===== config.mk =====
export PLATFORM = sky130hd
export DESIGN_NAME = cpu_exec_unit
export DESIGN_NICKNAME = d
export VERILOG_FILES = /design/src/rtl/cpu_pkg.sv /design/src/rtl/cpu_exec_alu.sv /design/src/rtl/cpu_exec_unit.sv
export SDC_FILE = /design/constraint.sdc
export NUM_CORES = 1
export LEC_CHECK = 0
export CORE_UTILIZATION = 50
export DETAILED_ROUTE_END_ITERATION = 8
export GPL_TIMING_DRIVEN = 0
export PLACE_DENSITY = 0.84
export SLEW_MARGIN = 40
export SYNTH_ARGS = -nofsm -noshare
export SYNTH_HDL_FRONTEND = slang
export SYNTH_SLANG_ARGS = --single-unit

===== constraint.sdc =====
create_clock -name clk -period 5.6 [get_ports clk]
set_input_delay 0.84 -clock clk [delete_from_list [all_inputs] [get_ports clk]]
set_output_delay 0.84 -clock clk [all_outputs]
set_load 0.03 [all_outputs]

===== src/rtl/cpu_pkg.sv =====
// Shared widths, execute-stage state encoding and op-select decode for the CPU execute unit.
package cpu_pkg;

    localparam int unsigned CPU_DWIDTH = 16;
    localparam int unsigned CPU_AWIDTH = 12;
    localparam int unsigned CPU_IMM_W  = 8;
    localparam int unsigned CPU_NSTRB  = 12;

    typedef enum logic [2:0] {
        ST_IDLE,
        ST_IND_RD,
        ST_OP_RD,
        ST_OP_WR,
        ST_REG_EX,
        ST_DONE
    } exec_state_t;

    typedef enum logic [3:0] {
        OP_ADD,
        OP_LOAD,
        OP_STORE,
        OP_BRANCH,
        OP_ISZ,
        OP_CLR_AC,
        OP_CLR_E,
        OP_COMP_AC,
        OP_LOAD_AC,
        OP_CIR_R,
        OP_CIR_L,
        OP_INC_AC,
        OP_NONE
    } op_sel_t;

    // Strobe vector is {add,load,store,branch,isz,clr_ac,clr_e,comp_ac,load_ac,cir_r,cir_l,inc_ac}
    function automatic op_sel_t sel_op(input logic [CPU_NSTRB-1:0] strb);
        op_sel_t op;
        if      (strb[11]) op = OP_ADD;
        else if (strb[10]) op = OP_LOAD;
        else if (strb[9])  op = OP_STORE;
        else if (strb[8])  op = OP_BRANCH;
        else if (strb[7])  op = OP_ISZ;
        else if (strb[6])  op = OP_CLR_AC;
        else if (strb[5])  op = OP_CLR_E;
        else if (strb[4])  op = OP_COMP_AC;
        else if (strb[3])  op = OP_LOAD_AC;
        else if (strb[2])  op = OP_CIR_R;
        else if (strb[1])  op = OP_CIR_L;
        else if (strb[0])  op = OP_INC_AC;
        else               op = OP_NONE;
        return op;
    endfunction

    function automatic logic is_mem_op(input op_sel_t op);
        return (op == OP_ADD) || (op == OP_LOAD) || (op == OP_STORE) ||
               (op == OP_BRANCH) || (op == OP_ISZ);
    endfunction

    // First state once the effective address is known.
    function automatic exec_state_t mem_first_state(input op_sel_t op);
        exec_state_t st;
        if      (op == OP_BRANCH) st = ST_DONE;
        else if (op == OP_STORE)  st = ST_OP_WR;
        else                      st = ST_OP_RD;
        return st;
    endfunction

endpackage


===== src/rtl/cpu_exec_alu.sv =====
// Combinational AC/E datapath: computes the new AC, E and zero flag for the selected op.
module cpu_exec_alu
    import cpu_pkg::*;
#(
    parameter int unsigned DWIDTH = CPU_DWIDTH
) (
    input  op_sel_t               i_op,
    input  logic [DWIDTH-1:0]     i_ac,
    input  logic                  i_e,
    input  logic [DWIDTH-1:0]     i_operand,
    input  logic [CPU_IMM_W-1:0]  i_imm,
    output logic [DWIDTH-1:0]     o_ac_c,
    output logic                  o_e_c,
    output logic                  o_zero_c
);

    logic [DWIDTH:0] w_sum;

    assign w_sum = {1'b0, i_ac} + {1'b0, i_operand};

    always_comb begin
        o_ac_c = i_ac;
        o_e_c  = i_e;
        case (i_op)
            OP_ADD:     {o_e_c, o_ac_c} = w_sum;
            OP_LOAD:    o_ac_c = i_operand;
            // ISZ result goes to the temp register, not AC; top picks it up from o_ac_c
            OP_ISZ:     o_ac_c = i_operand + DWIDTH'(1);
            OP_CLR_AC:  o_ac_c = '0;
            OP_CLR_E:   o_e_c  = 1'b0;
            OP_COMP_AC: o_ac_c = ~i_ac;
            OP_LOAD_AC: o_ac_c = DWIDTH'(i_imm);
            OP_CIR_R: begin
                o_ac_c = {i_e, i_ac[DWIDTH-1:1]};
                o_e_c  = i_ac[0];
            end
            OP_CIR_L: begin
                o_ac_c = {i_ac[DWIDTH-2:0], i_e};
                o_e_c  = i_ac[DWIDTH-1];
            end
            OP_INC_AC:  o_ac_c = i_ac + DWIDTH'(1);
            default: ;
        endcase
        o_zero_c = (o_ac_c == '0);
    end

endmodule


===== src/rtl/cpu_exec_unit.sv =====
// Execute stage: owns AC/E, runs indirect/operand memory accesses and signals PC load/skip and done.
module cpu_exec_unit
    import cpu_pkg::*;
#(
    parameter int unsigned DWIDTH = CPU_DWIDTH,
    parameter int unsigned AWIDTH = CPU_AWIDTH
) (
    input  logic                  clk,
    input  logic                  reset_n,
    input  logic                  i_execute,
    input  logic                  i_is_ind,
    input  logic [AWIDTH-1:0]     i_addr,
    input  logic [CPU_IMM_W-1:0]  i_imm,
    input  logic                  i_add,
    input  logic                  i_load,
    input  logic                  i_store,
    input  logic                  i_branch,
    input  logic                  i_isz,
    input  logic                  i_clr_ac,
    input  logic                  i_clr_e,
    input  logic                  i_comp_ac,
    input  logic                  i_load_ac,
    input  logic                  i_cir_r,
    input  logic                  i_cir_l,
    input  logic                  i_inc_ac,
    output logic                  o_mem_req,
    output logic                  o_mem_we,
    output logic [AWIDTH-1:0]     o_mem_addr,
    output logic [DWIDTH-1:0]     o_mem_wdata,
    input  logic                  i_mem_ack,
    input  logic [DWIDTH-1:0]     i_mem_rdata,
    output logic [DWIDTH-1:0]     o_ac,
    output logic                  o_e,
    output logic                  o_pc_load,
    output logic [AWIDTH-1:0]     o_pc_value,
    output logic                  o_pc_skip,
    output logic                  o_busy,
    output logic                  o_ex_done
);

    exec_state_t              r_state, w_nxt_state;
    op_sel_t                  r_op, w_nxt_op, w_start_op;
    logic                     r_exec_d;
    logic [AWIDTH-1:0]        r_addr, w_nxt_addr;
    logic [CPU_IMM_W-1:0]     r_imm, w_nxt_imm;
    logic [AWIDTH-1:0]        r_ea, w_nxt_ea;
    logic [DWIDTH-1:0]        r_opnd, w_nxt_opnd;
    logic [DWIDTH-1:0]        r_tmp, w_nxt_tmp;
    logic                     r_skip, w_nxt_skip;
    logic [DWIDTH-1:0]        r_ac, w_nxt_ac;
    logic                     r_e, w_nxt_e;
    logic                     r_mem_req, w_nxt_req;
    logic                     r_mem_we, w_nxt_we;
    logic [AWIDTH-1:0]        r_mem_addr, w_nxt_maddr;
    logic [DWIDTH-1:0]        r_mem_wdata, w_nxt_wdata;
    logic                     r_pc_load, w_nxt_pc_load;
    logic                     r_pc_skip, w_nxt_pc_skip;
    logic                     r_busy, w_nxt_busy;
    logic                     r_ex_done, w_nxt_ex_done;
    logic                     w_start, w_acc;
    logic [CPU_NSTRB-1:0]     w_strb;
    logic [DWIDTH-1:0]        w_alu_ac;
    logic                     w_alu_e, w_alu_zero;

    assign w_strb = {i_add, i_load, i_store, i_branch, i_isz, i_clr_ac, i_clr_e,
                     i_comp_ac, i_load_ac, i_cir_r, i_cir_l, i_inc_ac};
    assign w_start_op = sel_op(w_strb);
    assign w_start    = i_execute & ~r_exec_d;
    // An ack only counts while our request is actually up
    assign w_acc      = r_mem_req & i_mem_ack;

    cpu_exec_alu #(.DWIDTH(DWIDTH)) u_alu (
        .i_op      (r_op),
        .i_ac      (r_ac),
        .i_e       (r_e),
        .i_operand (r_opnd),
        .i_imm     (r_imm),
        .o_ac_c    (w_alu_ac),
        .o_e_c     (w_alu_e),
        .o_zero_c  (w_alu_zero)
    );

    always_comb begin
        w_nxt_state = r_state;
        w_nxt_op    = r_op;
        w_nxt_addr  = r_addr;
        w_nxt_imm   = r_imm;
        w_nxt_ea    = r_ea;
        w_nxt_opnd  = r_opnd;
        w_nxt_tmp   = r_tmp;
        w_nxt_skip  = r_skip;
        w_nxt_ac    = r_ac;
        w_nxt_e     = r_e;
        case (r_state)
            ST_IDLE: begin
                if (w_start) begin
                    w_nxt_op   = w_start_op;
                    w_nxt_addr = i_addr;
                    w_nxt_imm  = i_imm;
                    w_nxt_skip = 1'b0;
                    if (is_mem_op(w_start_op)) begin
                        if (i_is_ind) begin
                            w_nxt_state = ST_IND_RD;
                        end else begin
                            w_nxt_ea    = i_addr;
                            w_nxt_state = mem_first_state(w_start_op);
                        end
                    end else if (w_start_op == OP_NONE) begin
                        w_nxt_state = ST_DONE;
                    end else begin
                        w_nxt_state = ST_REG_EX;
                    end
                end
            end
            ST_IND_RD: begin
                if (w_acc) begin
                    w_nxt_ea    = i_mem_rdata[AWIDTH-1:0];
                    w_nxt_state = mem_first_state(r_op);
                end
            end
            ST_OP_RD: begin
                if (w_acc) begin
                    w_nxt_opnd  = i_mem_rdata;
                    w_nxt_state = ST_REG_EX;
                end
            end
            // Shared ALU cycle for reg-ref ops and for operands captured in OP_RD
            ST_REG_EX: begin
                if (r_op == OP_ISZ) begin
                    w_nxt_tmp   = w_alu_ac;
                    w_nxt_skip  = w_alu_zero;
                    w_nxt_state = ST_OP_WR;
                end else begin
                    w_nxt_ac    = w_alu_ac;
                    w_nxt_e     = w_alu_e;
                    w_nxt_state = ST_DONE;
                end
            end
            ST_OP_WR: begin
                if (w_acc) begin
                    w_nxt_state = ST_DONE;
                end
            end
            ST_DONE: begin
                w_nxt_state = ST_IDLE;
            end
            default: begin
                w_nxt_state = ST_IDLE;
            end
        endcase

        // Registered outputs are derived from the next state so they line up with it
        w_nxt_req     = (w_nxt_state == ST_IND_RD) || (w_nxt_state == ST_OP_RD) ||
                        (w_nxt_state == ST_OP_WR);
        w_nxt_we      = (w_nxt_state == ST_OP_WR);
        w_nxt_maddr   = '0;
        w_nxt_wdata   = '0;
        if (w_nxt_req) begin
            w_nxt_maddr = (w_nxt_state == ST_IND_RD) ? w_nxt_addr : w_nxt_ea;
        end
        if (w_nxt_we) begin
            w_nxt_wdata = (w_nxt_op == OP_ISZ) ? w_nxt_tmp : w_nxt_ac;
        end
        w_nxt_ex_done = (w_nxt_state == ST_DONE);
        w_nxt_pc_load = (w_nxt_state == ST_DONE) && (w_nxt_op == OP_BRANCH);
        w_nxt_pc_skip = (w_nxt_state == ST_DONE) && w_nxt_skip;
        w_nxt_busy    = (w_nxt_state != ST_IDLE);
    end

    always_ff @(posedge clk or negedge reset_n) begin
        if (!reset_n) begin
            r_state     <= ST_IDLE;
            r_op        <= OP_NONE;
            r_exec_d    <= 1'b0;
            r_addr      <= '0;
            r_imm       <= '0;
            r_ea        <= '0;
            r_opnd      <= '0;
            r_tmp       <= '0;
            r_skip      <= 1'b0;
            r_ac        <= '0;
            r_e         <= 1'b0;
            r_mem_req   <= 1'b0;
            r_mem_we    <= 1'b0;
            r_mem_addr  <= '0;
            r_mem_wdata <= '0;
            r_pc_load   <= 1'b0;
            r_pc_skip   <= 1'b0;
            r_busy      <= 1'b0;
            r_ex_done   <= 1'b0;
        end else begin
            r_state     <= w_nxt_state;
            r_op        <= w_nxt_op;
            r_exec_d    <= i_execute;
            r_addr      <= w_nxt_addr;
            r_imm       <= w_nxt_imm;
            r_ea        <= w_nxt_ea;
            r_opnd      <= w_nxt_opnd;
            r_tmp       <= w_nxt_tmp;
            r_skip      <= w_nxt_skip;
            r_ac        <= w_nxt_ac;
            r_e         <= w_nxt_e;
            r_mem_req   <= w_nxt_req;
            r_mem_we    <= w_nxt_we;
            r_mem_addr  <= w_nxt_maddr;
            r_mem_wdata <= w_nxt_wdata;
            r_pc_load   <= w_nxt_pc_load;
            r_pc_skip   <= w_nxt_pc_skip;
            r_busy      <= w_nxt_busy;
            r_ex_done   <= w_nxt_ex_done;
        end
    end

    assign o_mem_req   = r_mem_req;
    assign o_mem_we    = r_mem_we;
    assign o_mem_addr  = r_mem_addr;
    assign o_mem_wdata = r_mem_wdata;
    assign o_ac        = r_ac;
    assign o_e         = r_e;
    assign o_pc_load   = r_pc_load;
    assign o_pc_value  = r_ea;
    assign o_pc_skip   = r_pc_skip;
    assign o_busy      = r_busy;
    assign o_ex_done   = r_ex_done;

endmodule


==> out/summary.txt <==
status -> completed
CTS max path bufs -> 2
Via Count -> 7935
post-synthesis adder-cell area fraction -> 2.94%
Power Dens Cells -> 666 mW/mm²
Post-synth EDFFs -> 0
die area -> 0.0163 mm²
share of cells above drive strength 1 -> 11.4%
R2R Path Start -> r_op[3]$_DFF_PN1_
I/O pin count -> 116
mapped cell area -> 0.00791 mm²
Slew @ Worst Pin -> 0.756 ns
ys flop type -> dfrtp_1
commonest cells in the netlist -> nand2_1, dfrtp_1, nor2_1
Startpoint Class -> flop
dpl hpwl -> 20.5 mm
CP startpoint -> r_op[3]$_DFF_PN1_
part of the Yosys area used for sequential elements -> 39.3%
overall power -> 6.69 mW
Tmin final -> 4.25 ns
first drt pass iteration count -> 8
total number of H-tree levels -> 4
Syn. warnings -> 0
Post-CTS Resized -> 0
Min-Delay Path Class -> in2async
final wirelength -> 28.0 mm
Worst Skew -> 0.00780 ns
switch share -> 47.0%
final-report hold violation count -> 0
RSZ-0062 raised after global routing -> false
Yosys top cell by area -> dfrtp_1
Synthesized Nets -> 957
worst skew pair latency -> 0.43 ns
Post-Synth XOR/XNOR Area -> 2.10%
clock network fraction of design power -> 19.2%
CTS root buf -> clkbuf_16
hold_buf cts -> 0
design area -> 0.0100 mm²
FMAX -> 235 MHz
Critical R2R Capture -> r_skip$_DFF_PN0_
post-DR wirelength/cell -> 22.5 µm
period utilisation layout -> 75.8%
grt total ovfl -> 0
Max Slew Vio Count -> 0
Critical Path AT -> 4.59 ns
core area -> 0.0153 mm²
die height -> 128 µm
synthesis-stage register bit count -> 124
Initial Util -> 51.7%
post-synthesis compound-gate area fraction -> 22.1%
Post-layout nets -> 1092
vias in the first global route -> 7940
ANT nets after route -> 0
CP required -> 5.95 ns
Max stage delay on crit path -> 0.56 ns
Worst Setup EP -> r_skip$_DFF_PN0_
Crit Path Class -> reg2reg
placed cell area -> 0.00937 mm²
largest family of logic cells by synthesized area -> compound AO/OA/AOI/OAI gates
worst setup margin -> 1.35 ns
total CTS buffers -> 17
Comb pwr share -> 56.3%
largest net degree at the start of global routing -> 80
port buffer count -> 115
DP Worst Slack -> 1.43 ns
leakage power -> 4.31 nW
async set-or-reset flop fraction in the synthesized netlist -> 100%
Overall Global Routing Usage -> 36.0%
fill count -> 1247
CTS tree -> yes
Die W -> 128 µm
clock sinks -> 124
mux cell area share after synthesis -> 7.86%
row count -> 45
# Post-CTS Setup Buffers -> 0
worst r2r path cells -> 16
sequential group share of total power -> 24.5%
peak supply drop -> 406 µV
first-pass GRT wire length -> 44.2 mm
flop-to-flop setup slack -> 1.35 ns
max_cap viols -> 0
CP most frequent cell -> o32ai_1
Synth area leaders -> dfrtp_1, nand2_1, mux2_2
most common cell in the netlist -> nand2_1
Routability Congestion -> 0.987
crit-path max FO -> 10
Avg Inst Size Synth -> 8.93 µm²
Worst-path clk slew -> 0.06 ns
CP max stage cell -> o32ai_1
CP cell instances -> buf_4, nand4b_4, buf_2, buf_1, o21ai_0, ha_1, clkbuf_1, nand3_1, xor2_1, o32ai_1, o32ai_1, nand2b_1, nor4_1, nor4b_2, nand4b_1, o21ai_1
post-synth cell types -> 81
Cells after Synth -> 886
internal power -> 3.54 mW
DRC -> 0
CP Capture Type -> flop
P&R area growth vs syn -> 27.0%
diode count -> 0
Yosys top cell area share -> 38.6%
Vias/cell -> 6.37
simple-gate share of the synthesized area -> 21.0%
final setup fails -> 0
NetSw -> 3.14 mW
Slew headroom -> 49.4%
Iter 0 DRT Violations -> 892
initial antenna violation count -> 0
-- placed cells by master, fill, tap and decap left out, types with 7 or more instances in the layout --
master,count
a21oi_1,37
a22oi_1,12
nand2b_1,15
or3_1,7
clkdlybuf4s50_1,114
xor2_1,14
buf_2,15
dfrtp_1,122
a31oi_1,7
clkbuf_1,43
clkbuf_16,17
inv_1,18
nand2_1,152
o21ai_0,45
o221a_2,14
nand4_1,9
ha_1,17
nor2b_1,10
o22ai_1,20
mux2i_1,25
a22o_1,18
mux2_2,29
nor3_1,14
nor2_1,64
nand3_1,24
-- critical path, delay by kind of cell (launching register included) --
family                   cells  cell delay (ns)
XOR/XNOR                     1             0.17
AO/OA/AOI/OAI                4             1.13
buffers and inverters        4             1.00
AND/OR/NAND/NOR              6             1.15
flip-flops                   1             0.55
adder cells (fa/ha/maj)      1             0.17
-- routing by layer --
metal | wire (µm) | share of wire, % | global-route usage [%] | vias up
li1 | - | - | - | 3547
met1 | 11300 | 40 | 46.4 | 3826
met2 | 12900 | 46 | 55.7 | 479
met3 | 2750 | 9.8 | 10.3 | 83
met4 | 1060 | 3.8 | 17.2 | 0
met5 | 0 | 0 | 0 | -
-- worst min path at each step --
stage,startpoint,endpoint,slack [ns],cells after the start
floorplan,r_imm[5]$_DFFE_PN0P_,r_imm[5]$_DFFE_PN0P_,0.44,2
global placement,r_tmp[6]$_DFF_PN0_,r_tmp[6]$_DFF_PN0_,0.45,2
detailed placement,r_tmp[6]$_DFF_PN0_,r_tmp[6]$_DFF_PN0_,0.46,2
CTS,reset_n,r_opnd[12]$_DFFE_PN0P_,0.32,1
global route,reset_n,r_opnd[12]$_DFFE_PN0P_,0.33,1
finish,reset_n,r_opnd[12]$_DFFE_PN0P_,0.31,1
-- registers in the layout (all words and copies together) (netlist names), 4 cells and up --
signal / cells
o_ac: 16
o_mem_wdata: 16
r_opnd: 16
r_tmp: 16
o_mem_addr: 12
o_pc_value: 12
r_addr: 12
r_imm: 8
r_op: 4
-- power groups by stage --
stage	logic (mW)	clock network, mW	registers, mW
final	3.77	1.28	1.64
after global placement	3.57	0	1.61
after detailed placement	3.64	0	1.61
after CTS	3.69	1.28	1.61
after floorplan	2.17	0	1.79
after global routing	4.03	1.33	1.66
-- final cells by class --
cell class / count / area [µm²] / share of cell area (%)
clock buffers: 19 / 443 / 4.41
well taps: 211 / 264 / 2.63
clock inverters: 13 / 238 / 2.37
plain buffers: 67 / 308 / 3.06
inverters: 18 / 67.6 / 0.673
repair buffers: 116 / 1180 / 11.8
multi-input cells: 677 / 4440 / 44.2
flip-flops and latches: 124 / 3110 / 30.9
-- logic make-up after synthesis --
group,Yosys count
AND/OR/NAND/NOR,342
AO/OA/AOI/OAI,242
flip-flops,124
buffers and inverters,85
multiplexers,56
XOR/XNOR,19
adder cells (fa/ha/maj),18
-- metrics by stage --
step / setup TNS [ns] / hold WS (ns) / util, % / cells
finish: 0 / 0.309 / 65.6 / 1245
global route: 0 / 0.334 / 65.6 / 1245
CTS: 0 / 0.319 / 65.6 / 1245
detailed placement: 0 / 0.459 / 61.2 / 1213
global placement: -129.81 / 0.454 / 60.9 / 1212
floorplan: 0 / 0.438 / - / 886
(Power assumes the default switching activity.)
